[src/rtl/jtag_pkg.sv]
// Shared definitions for the JTAG TAP controller.
//   tap_state_e : 4-bit TAP state, using the conventional 1149.1 encodings so
//                 the debug 'state' port matches common JTAG tooling.
//   OP_*        : instruction opcodes. BYPASS is all-ones, and any opcode not
//                 listed here also decodes as BYPASS.
//   IR_CAPTURE  : the pattern loaded into the IR shift stage in CAP_IR.
//   tap_next()  : the TAP state graph, advanced on tms.
package jtag_pkg;

  typedef enum logic [3:0] {
    EX2_DR = 4'h0,
    EX1_DR = 4'h1,
    SHF_DR = 4'h2,
    PAU_DR = 4'h3,
    SEL_IR = 4'h4,
    UPD_DR = 4'h5,
    CAP_DR = 4'h6,
    SEL_DR = 4'h7,
    EX2_IR = 4'h8,
    EX1_IR = 4'h9,
    SHF_IR = 4'hA,
    PAU_IR = 4'hB,
    RTI    = 4'hC,
    UPD_IR = 4'hD,
    CAP_IR = 4'hE,
    TLR    = 4'hF
  } tap_state_e;

  localparam int unsigned OP_EXTEST = 0;
  localparam int unsigned OP_SAMPLE = 1;
  localparam int unsigned OP_IDCODE = 2;

  localparam logic [1:0] IR_CAPTURE = 2'b01;

  function automatic tap_state_e tap_next(input tap_state_e s, input logic tms);
    tap_state_e n;
    n = TLR;
    case (s)
      TLR:    n = tms ? TLR    : RTI;
      RTI:    n = tms ? SEL_DR : RTI;
      SEL_DR: n = tms ? SEL_IR : CAP_DR;
      CAP_DR: n = tms ? EX1_DR : SHF_DR;
      SHF_DR: n = tms ? EX1_DR : SHF_DR;
      EX1_DR: n = tms ? UPD_DR : PAU_DR;
      PAU_DR: n = tms ? EX2_DR : PAU_DR;
      EX2_DR: n = tms ? UPD_DR : SHF_DR;
      UPD_DR: n = tms ? SEL_DR : RTI;
      SEL_IR: n = tms ? TLR    : CAP_IR;
      CAP_IR: n = tms ? EX1_IR : SHF_IR;
      SHF_IR: n = tms ? EX1_IR : SHF_IR;
      EX1_IR: n = tms ? UPD_IR : PAU_IR;
      PAU_IR: n = tms ? EX2_IR : PAU_IR;
      EX2_IR: n = tms ? UPD_IR : SHF_IR;
      UPD_IR: n = tms ? SEL_DR : RTI;
      default: n = TLR;
    endcase
    return n;
  endfunction

endpackage

[src/rtl/jtag_bsr_cell.sv]
// One boundary-scan cell: a capture/shift flop feeding an update flop,
// followed by the normal/test output mux.
//   clk, rst   : TCK and synchronous active-high reset
//   clear      : synchronous clear of the update stage (TAP is in or entering TLR)
//   capture    : load the shift stage from sys_in
//   shift      : load the shift stage from scan_in
//   update     : copy the shift stage into the update stage
//   mode       : 1 drives sys_out from the update stage, 0 passes sys_in through
//   sys_in     : core-side value
//   scan_in    : serial input from the next cell towards tdi
//   scan_out   : this cell's shift stage, towards tdo
//   sys_out    : pin-side value
module jtag_bsr_cell (
  input  logic clk,
  input  logic rst,
  input  logic clear,
  input  logic capture,
  input  logic shift,
  input  logic update,
  input  logic mode,
  input  logic sys_in,
  input  logic scan_in,
  output logic scan_out,
  output logic sys_out
);

  logic cap_q;
  logic upd_q;

  // NOTE: sequential state uses non-blocking (<=) so every flop samples the
  // pre-edge value of its neighbour; this is what makes the chain shift by one.
  always_ff @(posedge clk) begin
    if (rst)          cap_q <= 1'b0;
    else if (capture) cap_q <= sys_in;
    else if (shift)   cap_q <= scan_in;
  end

  // The update stage is the only one the pins can see, so it is cleared on TLR
  // as well as on reset. The pins never glitch during shifting.
  always_ff @(posedge clk) begin
    if (rst || clear) upd_q <= 1'b0;
    else if (update)  upd_q <= cap_q;
  end

  assign scan_out = cap_q;
  assign sys_out  = mode ? upd_q : sys_in;

endmodule

[src/rtl/jtag_tap_ctrl.sv]
// IEEE 1149.1-style TAP controller with instruction register, decoder, BYPASS,
// IDCODE and a chain of boundary-scan cells between the core and the pins.
//   clk     : TCK, rising edge
//   rst     : synchronous active-high reset, same effect as TRST
//   tms     : test mode select
//   tdi     : serial data in, shifted into the MSB of the selected register
//   tdo     : LSB of the selected shift register, 0 outside shift states
//   tdo_en  : high only in SHF_DR / SHF_IR
//   sys_in  : core-to-pin values
//   sys_out : pin values, sys_in or the BSR update stage under EXTEST
//   ir_out  : current (updated) instruction
//   state   : TAP state encoding for debug
module jtag_tap_ctrl
  import jtag_pkg::*;
#(
  parameter int unsigned IR_LEN     = 4,
  parameter int unsigned BSR_LEN    = 8,
  parameter logic [31:0] IDCODE_VAL = 32'h1765_0001
) (
  input  logic               clk,
  input  logic               rst,
  input  logic               tms,
  input  logic               tdi,
  output logic               tdo,
  output logic               tdo_en,
  input  logic [BSR_LEN-1:0] sys_in,
  output logic [BSR_LEN-1:0] sys_out,
  output logic [IR_LEN-1:0]  ir_out,
  output logic [3:0]         state
);

  // ---------------------------------------------------------------------------
  // TAP state machine
  // ---------------------------------------------------------------------------
  tap_state_e state_q;
  tap_state_e state_d;

  logic cap_dr, shf_dr, upd_dr;
  logic cap_ir, shf_ir, upd_ir;
  logic tlr_next;

  always_ff @(posedge clk) begin
    if (rst) state_q <= TLR;
    else     state_q <= state_d;
  end

  always_comb begin
    state_d = tap_next(state_q, tms);
  end

  // Register strobes act on the edge that leaves the named state, so they are
  // decoded from the current state and applied by the next clock edge.
  // NOTE: every always_comb output is given a default first so that no path
  // leaves it unassigned, which would otherwise infer a latch.
  always_comb begin
    cap_dr = 1'b0;
    shf_dr = 1'b0;
    upd_dr = 1'b0;
    cap_ir = 1'b0;
    shf_ir = 1'b0;
    upd_ir = 1'b0;
    tdo_en = 1'b0;
    case (state_q)
      CAP_DR: cap_dr = 1'b1;
      SHF_DR: begin shf_dr = 1'b1; tdo_en = 1'b1; end
      UPD_DR: upd_dr = 1'b1;
      CAP_IR: cap_ir = 1'b1;
      SHF_IR: begin shf_ir = 1'b1; tdo_en = 1'b1; end
      UPD_IR: upd_ir = 1'b1;
      default: ;
    endcase
  end

  // Entering or sitting in TLR behaves like reset for the IR and the update
  // stages, so ir_out is already IDCODE on the first TLR cycle.
  assign tlr_next = (state_d == TLR);
  assign state    = state_q;

  // ---------------------------------------------------------------------------
  // Instruction register
  // ---------------------------------------------------------------------------
  logic [IR_LEN-1:0] ir_shift;
  logic [IR_LEN-1:0] ir_q;

  always_ff @(posedge clk) begin
    if (rst)         ir_shift <= '0;
    else if (cap_ir) ir_shift <= IR_LEN'(IR_CAPTURE);
    else if (shf_ir) ir_shift <= {tdi, ir_shift[IR_LEN-1:1]};
  end

  always_ff @(posedge clk) begin
    if (rst || tlr_next) ir_q <= IR_LEN'(OP_IDCODE);
    else if (upd_ir)     ir_q <= ir_shift;
  end

  assign ir_out = ir_q;

  // ---------------------------------------------------------------------------
  // Decode. Anything that is not EXTEST, SAMPLE or IDCODE selects BYPASS,
  // including the all-ones opcode.
  // ---------------------------------------------------------------------------
  logic sel_bsr;
  logic sel_id;
  logic sel_byp;
  logic extest;

  always_comb begin
    sel_bsr = 1'b0;
    sel_id  = 1'b0;
    if (ir_q == IR_LEN'(OP_EXTEST) || ir_q == IR_LEN'(OP_SAMPLE)) sel_bsr = 1'b1;
    else if (ir_q == IR_LEN'(OP_IDCODE))                         sel_id  = 1'b1;
  end

  assign sel_byp = !sel_bsr && !sel_id;
  assign extest  = (ir_q == IR_LEN'(OP_EXTEST));

  // ---------------------------------------------------------------------------
  // BYPASS and IDCODE data registers (no update stage)
  // ---------------------------------------------------------------------------
  logic        byp_q;
  logic [31:0] id_q;

  always_ff @(posedge clk) begin
    if (rst)                    byp_q <= 1'b0;
    else if (cap_dr && sel_byp) byp_q <= 1'b0;
    else if (shf_dr && sel_byp) byp_q <= tdi;
  end

  always_ff @(posedge clk) begin
    if (rst)                   id_q <= '0;
    else if (cap_dr && sel_id) id_q <= IDCODE_VAL;
    else if (shf_dr && sel_id) id_q <= {tdi, id_q[31:1]};
  end

  // ---------------------------------------------------------------------------
  // Boundary-scan chain: tdi enters at the MSB cell, tdo leaves from cell 0.
  // ---------------------------------------------------------------------------
  logic [BSR_LEN:0] bsr_chain;

  assign bsr_chain[BSR_LEN] = tdi;

  for (genvar i = 0; i < BSR_LEN; i++) begin : g_bsr
    jtag_bsr_cell u_cell (
      .clk      (clk),
      .rst      (rst),
      .clear    (tlr_next),
      .capture  (cap_dr && sel_bsr),
      .shift    (shf_dr && sel_bsr),
      .update   (upd_dr && sel_bsr),
      .mode     (extest),
      .sys_in   (sys_in[i]),
      .scan_in  (bsr_chain[i+1]),
      .scan_out (bsr_chain[i]),
      .sys_out  (sys_out[i])
    );
  end

  // ---------------------------------------------------------------------------
  // tdo mux: IR in SHF_IR, the decoded DR in SHF_DR, otherwise 0.
  // ---------------------------------------------------------------------------
  always_comb begin
    tdo = 1'b0;
    if (shf_ir) begin
      tdo = ir_shift[0];
    end else if (shf_dr) begin
      if (sel_bsr)     tdo = bsr_chain[0];
      else if (sel_id) tdo = id_q[0];
      else             tdo = byp_q;
    end
  end

endmodule
[config.mk]
export PLATFORM = sky130hd
export DESIGN_NAME = jtag_tap_ctrl
export DESIGN_NICKNAME = d
export VERILOG_FILES = /design/src/rtl/jtag_pkg.sv /design/src/rtl/jtag_bsr_cell.sv /design/src/rtl/jtag_tap_ctrl.sv
export SDC_FILE = /design/constraint.sdc
export NUM_CORES = 1
export LEC_CHECK = 0
export ABC_AREA = 1
export BUFFER_PORTS_ARGS = -buffer_cell sky130_fd_sc_hd__clkbuf_2
export CORE_MARGIN = 5
export CORE_UTILIZATION = 35
export DETAILED_ROUTE_END_ITERATION = 12
export GPL_TIMING_DRIVEN = 0
export HOLD_SLACK_MARGIN = 0.15
export PLACE_DENSITY = 0.57
export SYNTH_ARGS = -nofsm -noshare
export SYNTH_HDL_FRONTEND = slang
export SYNTH_SLANG_ARGS = --single-unit
[constraint.sdc]
create_clock -name clk -period 2.1 [get_ports clk]
set_input_delay 0.105 -clock clk [delete_from_list [all_inputs] [get_ports clk]]
set_output_delay 0.105 -clock clk [all_outputs]
set_load 0.05 [all_outputs]
Word-level counts from Yosys, hierarchy flattened
Index checks and enable logic that the tools add are counted.
{"block": "op_classes", "n_eq_ne": 18, "reduce_logical": 24, "muxes": 55}
{"op": "29-bit 2-to-1 mux", "n": 2}
{"op": "4-bit case mux with 12 select lines", "n": 1}
{"op": "1-bit 2-to-1 mux", "n": 41}
{"op": "4-bit equality test (second input constant)", "n": 9}
{"op": "4-bit by 3-bit equality test with 1-bit output (second input constant)", "n": 4}
{"op": "4-bit by 2-bit equality test with 1-bit output (second input constant)", "n": 3}
{"op": "2-bit 2-to-1 mux", "n": 6}
{"op": "3-bit 2-to-1 mux", "n": 4}
{"op": "2-bit OR reduction", "n": 6}
{"op": "4-bit by 1-bit equality test with 1-bit output (second input constant)", "n": 2}
{"op": "1-bit logical AND", "n": 8}
{"op": "4-bit logical NOT", "n": 2}
{"op": "2-bit nonzero test", "n": 3}
{"op": "4-bit 2-to-1 mux", "n": 1}
{"op": "3-bit OR reduction", "n": 1}
{"op": "1-bit logical NOT", "n": 2}
{"op": "1-bit logical OR", "n": 2}
{"block": "totals", "register_bits": 61, "input_bits": 12, "elab_cells": 120, "out_inout_bits": 18}

Depth between registers and ports, before layout
{"block": "depth", "depth_word": 7, "mapped_depth": 12, "ltp_nobuf": 10}

Cells and area by module
A second synthesis with hierarchy kept.
{"block": "unflattened", "hier_cells": 404, "hier_area_um2": 2753.9}
{"module": "jtag_tap_ctrl", "area_each_um2": 1913.1, "cells_per_inst": 260, "seq_area_each_um2": 900.9, "n_inst": 1}
{"module": "jtag_bsr_cell", "area_each_um2": 105.1, "cells_per_inst": 18, "seq_area_each_um2": 40.0, "n_inst": 8}

Least setup slack after synthesis
No wires, ideal clock.
{"block": "synth_timing", "path_kind": "reg-to-output", "startpoint": "reg state_q[3] (netlist: state[3])", "endpoint": "out tdo", "t_required_ns": 1.995, "path_stages_with_launch": 5, "arrival_time_ns": 2.201, "path_slack_ns": -0.206, "path_buffers": 0, "cell_sequence": "dfxtp_1 inv_1 nor3_1 inv_1 o22ai_1"}
{"block": "synth_via", "elab_chain_len": 4, "word_cells_on_any_way": 6, "cone_classes": "eq/ne: 2; mux: 4"}
{"item": "from (decl)", "line": "jtag_tap_ctrl.sv:35", "source": "tap_state_e state_q;"}
{"item": "from (signal assigned)", "line": "jtag_tap_ctrl.sv:44", "source": "else state_q <= state_d;"}
{"item": "4-bit by 2-bit equality test with 1-bit output", "line": "jtag_tap_ctrl.sv:63", "source": "case (state_q)"}
{"item": "1-bit 2-to-1 mux", "line": "jtag_tap_ctrl.sv:63"}
{"item": "1-bit 2-to-1 mux", "line": "jtag_tap_ctrl.sv:165", "source": "end else if (shf_dr) begin"}
{"item": "1-bit 2-to-1 mux (*)", "line": "jtag_tap_ctrl.sv:163", "source": "if (shf_ir) begin"}
{"item": "to (decl)", "line": "jtag_tap_ctrl.sv:24", "source": "output logic tdo,"}
Every way passes the cells marked *; elsewhere a longest branch is shown, timed or not.

Final worst setup path
{"block": "layout_timing", "startpoint": "reg ir_q[1] (netlist: ir_out[1])", "endpoint": "out sys_out[5]"}
{"block": "layout_via", "elab_chain_len": 2}
{"item": "from (decl)", "line": "jtag_tap_ctrl.sv:83", "source": "logic [IR_LEN-1:0] ir_q;"}
{"item": "from (signal assigned)", "line": "jtag_tap_ctrl.sv:92", "source": "if (rst || tlr_next) ir_q <= IR_LEN'(OP_IDCODE);"}
{"item": "from (signal assigned)", "line": "jtag_tap_ctrl.sv:93", "source": "else if (upd_ir) ir_q <= ir_shift;"}
{"item": "4-bit logical NOT", "line": "jtag_tap_ctrl.sv:115", "source": "assign extest = (ir_q == IR_LEN'(OP_EXTEST));"}
{"item": "1-bit 2-to-1 mux", "line": "jtag_bsr_cell.sv:46", "source": "assign sys_out = mode ? upd_q : sys_in;"}
{"item": "to (decl)", "line": "jtag_tap_ctrl.sv:27", "source": "output logic [BSR_LEN-1:0] sys_out,"}
Every way passes these cells.

==> out/summary.txt <==
outcome = complete, no violations
Worst Path Class, Setup = flip-flop to output port
number of antenna violations at the first check in global routing = 0
H-tree levels = 3
power density cells = 1080 mW/mm²
Achievable Freq = 495 MHz
crit path launch type = flip-flop
share of layout cells above drive strength 1 = 22.5%
total track usage = 13.2%
Setup WS post-layout = 0.0791 ns
Syn-to-layout area delta = 21.8%
Clock transition at path regs = 0.08 ns
Worst Setup SP = ir_out[1]
path type of the worst min-delay path = flip-flop to flip-flop
Max clock buf depth = 2
depth of the worst register-to-register path = 7
max incr delay on CP = 0.38 ns
final period utilization = 96.2%
worst slew margin relative to its limit = 62.3%
DRC errors left = 0
number of pins exceeding their max-slew limit in the final report = 0
Top-Level Pins = 30
drt via density = 4.71
met3 usage = 3.02%
time the worst path needs with I/O delays and setup = 2.02 ns
sum of internal, switching and leakage power = 3.67 mW
mean instance size in the synthesized netlist = 7.55 µm²
number of different library cells in the post-synthesis netlist = 28
cell family with most CP delay = buffers and inverters
number of buffers and inverters on the critical path = 4
post-synthesis async set-or-reset flop share = 0%
global route hottest layer = met2
final-report setup violation count = 0
largest net degree at the start of global routing = 13
TritonCTS buffer count = 9
Slew @ Worst Pin = 0.563 ns
share of the synthesized area in the top cell type = 43.6%
total count of hold-check failures in the final report = 0
library cell used as clock root buffer = sky130_fd_sc_hd__clkbuf_8
count of mapped cells out of synthesis = 371
most repeated cell in the gate-level netlist after synthesis = sky130_fd_sc_hd__nand2_1
count of buffers inserted at the top-level ports = 29
CTS tree = yes
area of the die = 0.00989 mm²
Net Count, Synth = 383
row count = 32
global-route wire length before repair = 10700 µm
number of enable flip-flop cells after synthesis = 0
count of nets after finishing = 434
number of warnings reported in the yosys synthesis log = 0
via count of the first global-routing pass = 2350
sum of overflow across all layers after global routing = 0
Clock Skew = 0.00801 ns
cell type with the highest aggregate area in the netlist = sky130_fd_sc_hd__dfxtp_1
post-synthesis instance area = 0.00280 mm²
worst-skew pair later-pin latency = 0.33 ns
top cell types by occurrence after synthesis = 73 x sky130_fd_sc_hd__nand2_1, 61 x sky130_fd_sc_hd__dfxtp_1, 55 x sky130_fd_sc_hd__o21ai_0
final WL = 6260 µm
maximum net fanout on the critical path = 8
Placed Cells incl. Taps = 502
Via Count = 2493
worst vdd ir = 0.000931 V
arrival time reported for the critical path endpoint = 1.92 ns
largest cells by area after synthesis = sky130_fd_sc_hd__dfxtp_1 44%, sky130_fd_sc_hd__o21ai_0 9.8%, sky130_fd_sc_hd__nand2_1 9.8%
R2R Path Start = state[0]
finished layout cell area = 0.00341 mm²
post-route non-filler standard cell count = 529
height of the die = 99.4 µm
static leakage = 1.36 nW
dpl ws = 0.248 ns
flop and latch count out of synthesis = 61
part of the Yosys area used for sequential elements = 43.6%
total clock sinks = 61
most prevalent standard cell on the critical path = sky130_fd_sc_hd__inv_1
starting DRC count in detailed routing = 56
post-placement cell area = 0.00308 mm²
Post-CTS Setup Repair Bufs = 0
met1 Track Usage GR = 17.1%
Core Area = 0.00777 mm²
Setup Total Neg Slack = 0 ns
reg-to-reg critical path endpoint = id_q[29]
remaining antenna violation count = 0
routability congestion estimate = 0.804
ordered list of cells on the worst path = inv_1 -> nand2_1 -> inv_1 -> nand2_4 -> mux2_2 -> buf_4 -> buf_2
HPWL reported at the end of detailed placement = 4270 µm
antenna fix cells = 0
length of the first detailed-routing pass in iterations = 4
Hold WS = 0.435 ns
horizontal die dimension = 99.4 µm
slowest stage cell on the critical path = sky130_fd_sc_hd__dfxtp_1
register-to-register setup slack = 0.50 ns
Hold Crit Endpoint = id_q[0]
Worst Path Required = 2.00 ns
fraction of met2 tracks used by global routing = 21.0%
starting density of the core = 36.1%
type of destination of the critical path = output port
Core Util, Final = 43.9%
unrepaired setup endpoints after global routing = no
hold path cells = 2
routed wire length per instance = 11.8 µm
MaxCap Viol Count = 0
Hold Startpoint = id_q[1]
Main synth FF type = sky130_fd_sc_hd__dfxtp_1
==> area by class of cell <==
type / count / area, µm²
buffer: 24 / 173
clock buffer: 9 / 124
clock inverter: 7 / 76.3
fill: 808 / 4360
inverter: 50 / 188
multi-input combinational: 236 / 1240
sequential: 61 / 1220
tap: 102 / 128
timing repair buffer: 40 / 255
==> cells in the final DEF, fill, tap and decap left out <==
master	n
sky130_fd_sc_hd__a21oi_1	50
sky130_fd_sc_hd__nand3_1	4
sky130_fd_sc_hd__a221oi_1	1
sky130_fd_sc_hd__inv_2	1
sky130_fd_sc_hd__a211oi_1	1
sky130_fd_sc_hd__clkinvlp_4	2
sky130_fd_sc_hd__buf_6	6
sky130_fd_sc_hd__clkinv_4	3
sky130_fd_sc_hd__buf_4	9
sky130_fd_sc_hd__clkinv_2	1
sky130_fd_sc_hd__nand3_2	3
sky130_fd_sc_hd__nand4_1	1
sky130_fd_sc_hd__nor2_4	4
sky130_fd_sc_hd__dlygate4sd3_1	11
sky130_fd_sc_hd__dfxtp_2	1
sky130_fd_sc_hd__nor3_4	1
sky130_fd_sc_hd__o21ai_1	1
sky130_fd_sc_hd__a31oi_1	7
sky130_fd_sc_hd__nand2_1	72
sky130_fd_sc_hd__buf_2	11
sky130_fd_sc_hd__a21oi_2	3
sky130_fd_sc_hd__nor2_1	13
sky130_fd_sc_hd__clkbuf_2	21
sky130_fd_sc_hd__clkbuf_8	9
sky130_fd_sc_hd__mux2_2	8
sky130_fd_sc_hd__o22ai_2	1
sky130_fd_sc_hd__clkbuf_1	6
sky130_fd_sc_hd__dfxtp_1	60
sky130_fd_sc_hd__bufinv_16	1
sky130_fd_sc_hd__o21ai_0	55
sky130_fd_sc_hd__nor3_2	1
sky130_fd_sc_hd__inv_1	49
sky130_fd_sc_hd__nand2_2	4
sky130_fd_sc_hd__nor2_2	3
sky130_fd_sc_hd__nand2_4	3
==> worst reg2reg max path, cell delays in order, from the launching register on <==
cell                       delay, ns
sky130_fd_sc_hd__dfxtp_1        0.44
sky130_fd_sc_hd__inv_1          0.14
sky130_fd_sc_hd__nand2_2        0.15
sky130_fd_sc_hd__inv_2          0.09
sky130_fd_sc_hd__nand2_4        0.10
sky130_fd_sc_hd__clkbuf_1       0.32
sky130_fd_sc_hd__o21ai_0        0.13
sky130_fd_sc_hd__a21oi_1        0.15
==> logic make-up after synthesis <==
family                 share of synthesized area, %
AOI/OAI and AO/OA                              22.3
and+or+nand+nor                                18.1
buffers and inverters                          12.9
DFF                                            43.6
muxes                                          3.22
==> timing repair <==
action	4_1_cts	5_1_grt
endpoints found under the hold margin	14	0
hold buffers	11	0
gates resized for setup	3	11
setup endpoints to repair	9	9
==> state kept, by name (all words and copies together), names as in the netlist <==
name                   count
byp_q                      1
g_bsr.u_cell.scan_out      8
g_bsr.u_cell.upd_q         8
id_q                      32
ir_out                     4
ir_shift                   4
state                      4
==> where the power goes <==
group,leakage (nW),internal (mW),switching [mW]
Clock,0.0954,0.551,0.486
Sequential,0.493,1.23,0.0724
Combinational,0.770,0.395,0.937
Total,1.36,2.18,1.50
==> worst max path at each step <==
| stage | cells after the start | end |
|---|---|---|
| after floorplan | 4 | tdo |
| after global placement | 5 | tdo |
| after detailed placement | 5 | tdo |
| after CTS | 7 | sys_out[2] |
| after global routing | 8 | tdo |
| final | 7 | sys_out[5] |
==> per-layer routing <==
layer  vias up  share of wire, %
met1      1134                48
li1       1305                 -
met2        43                47
met3        11               3.7
met5         -                 0
met4         0               1.8
No activity file was read; power rests on OpenSTA's default activity.
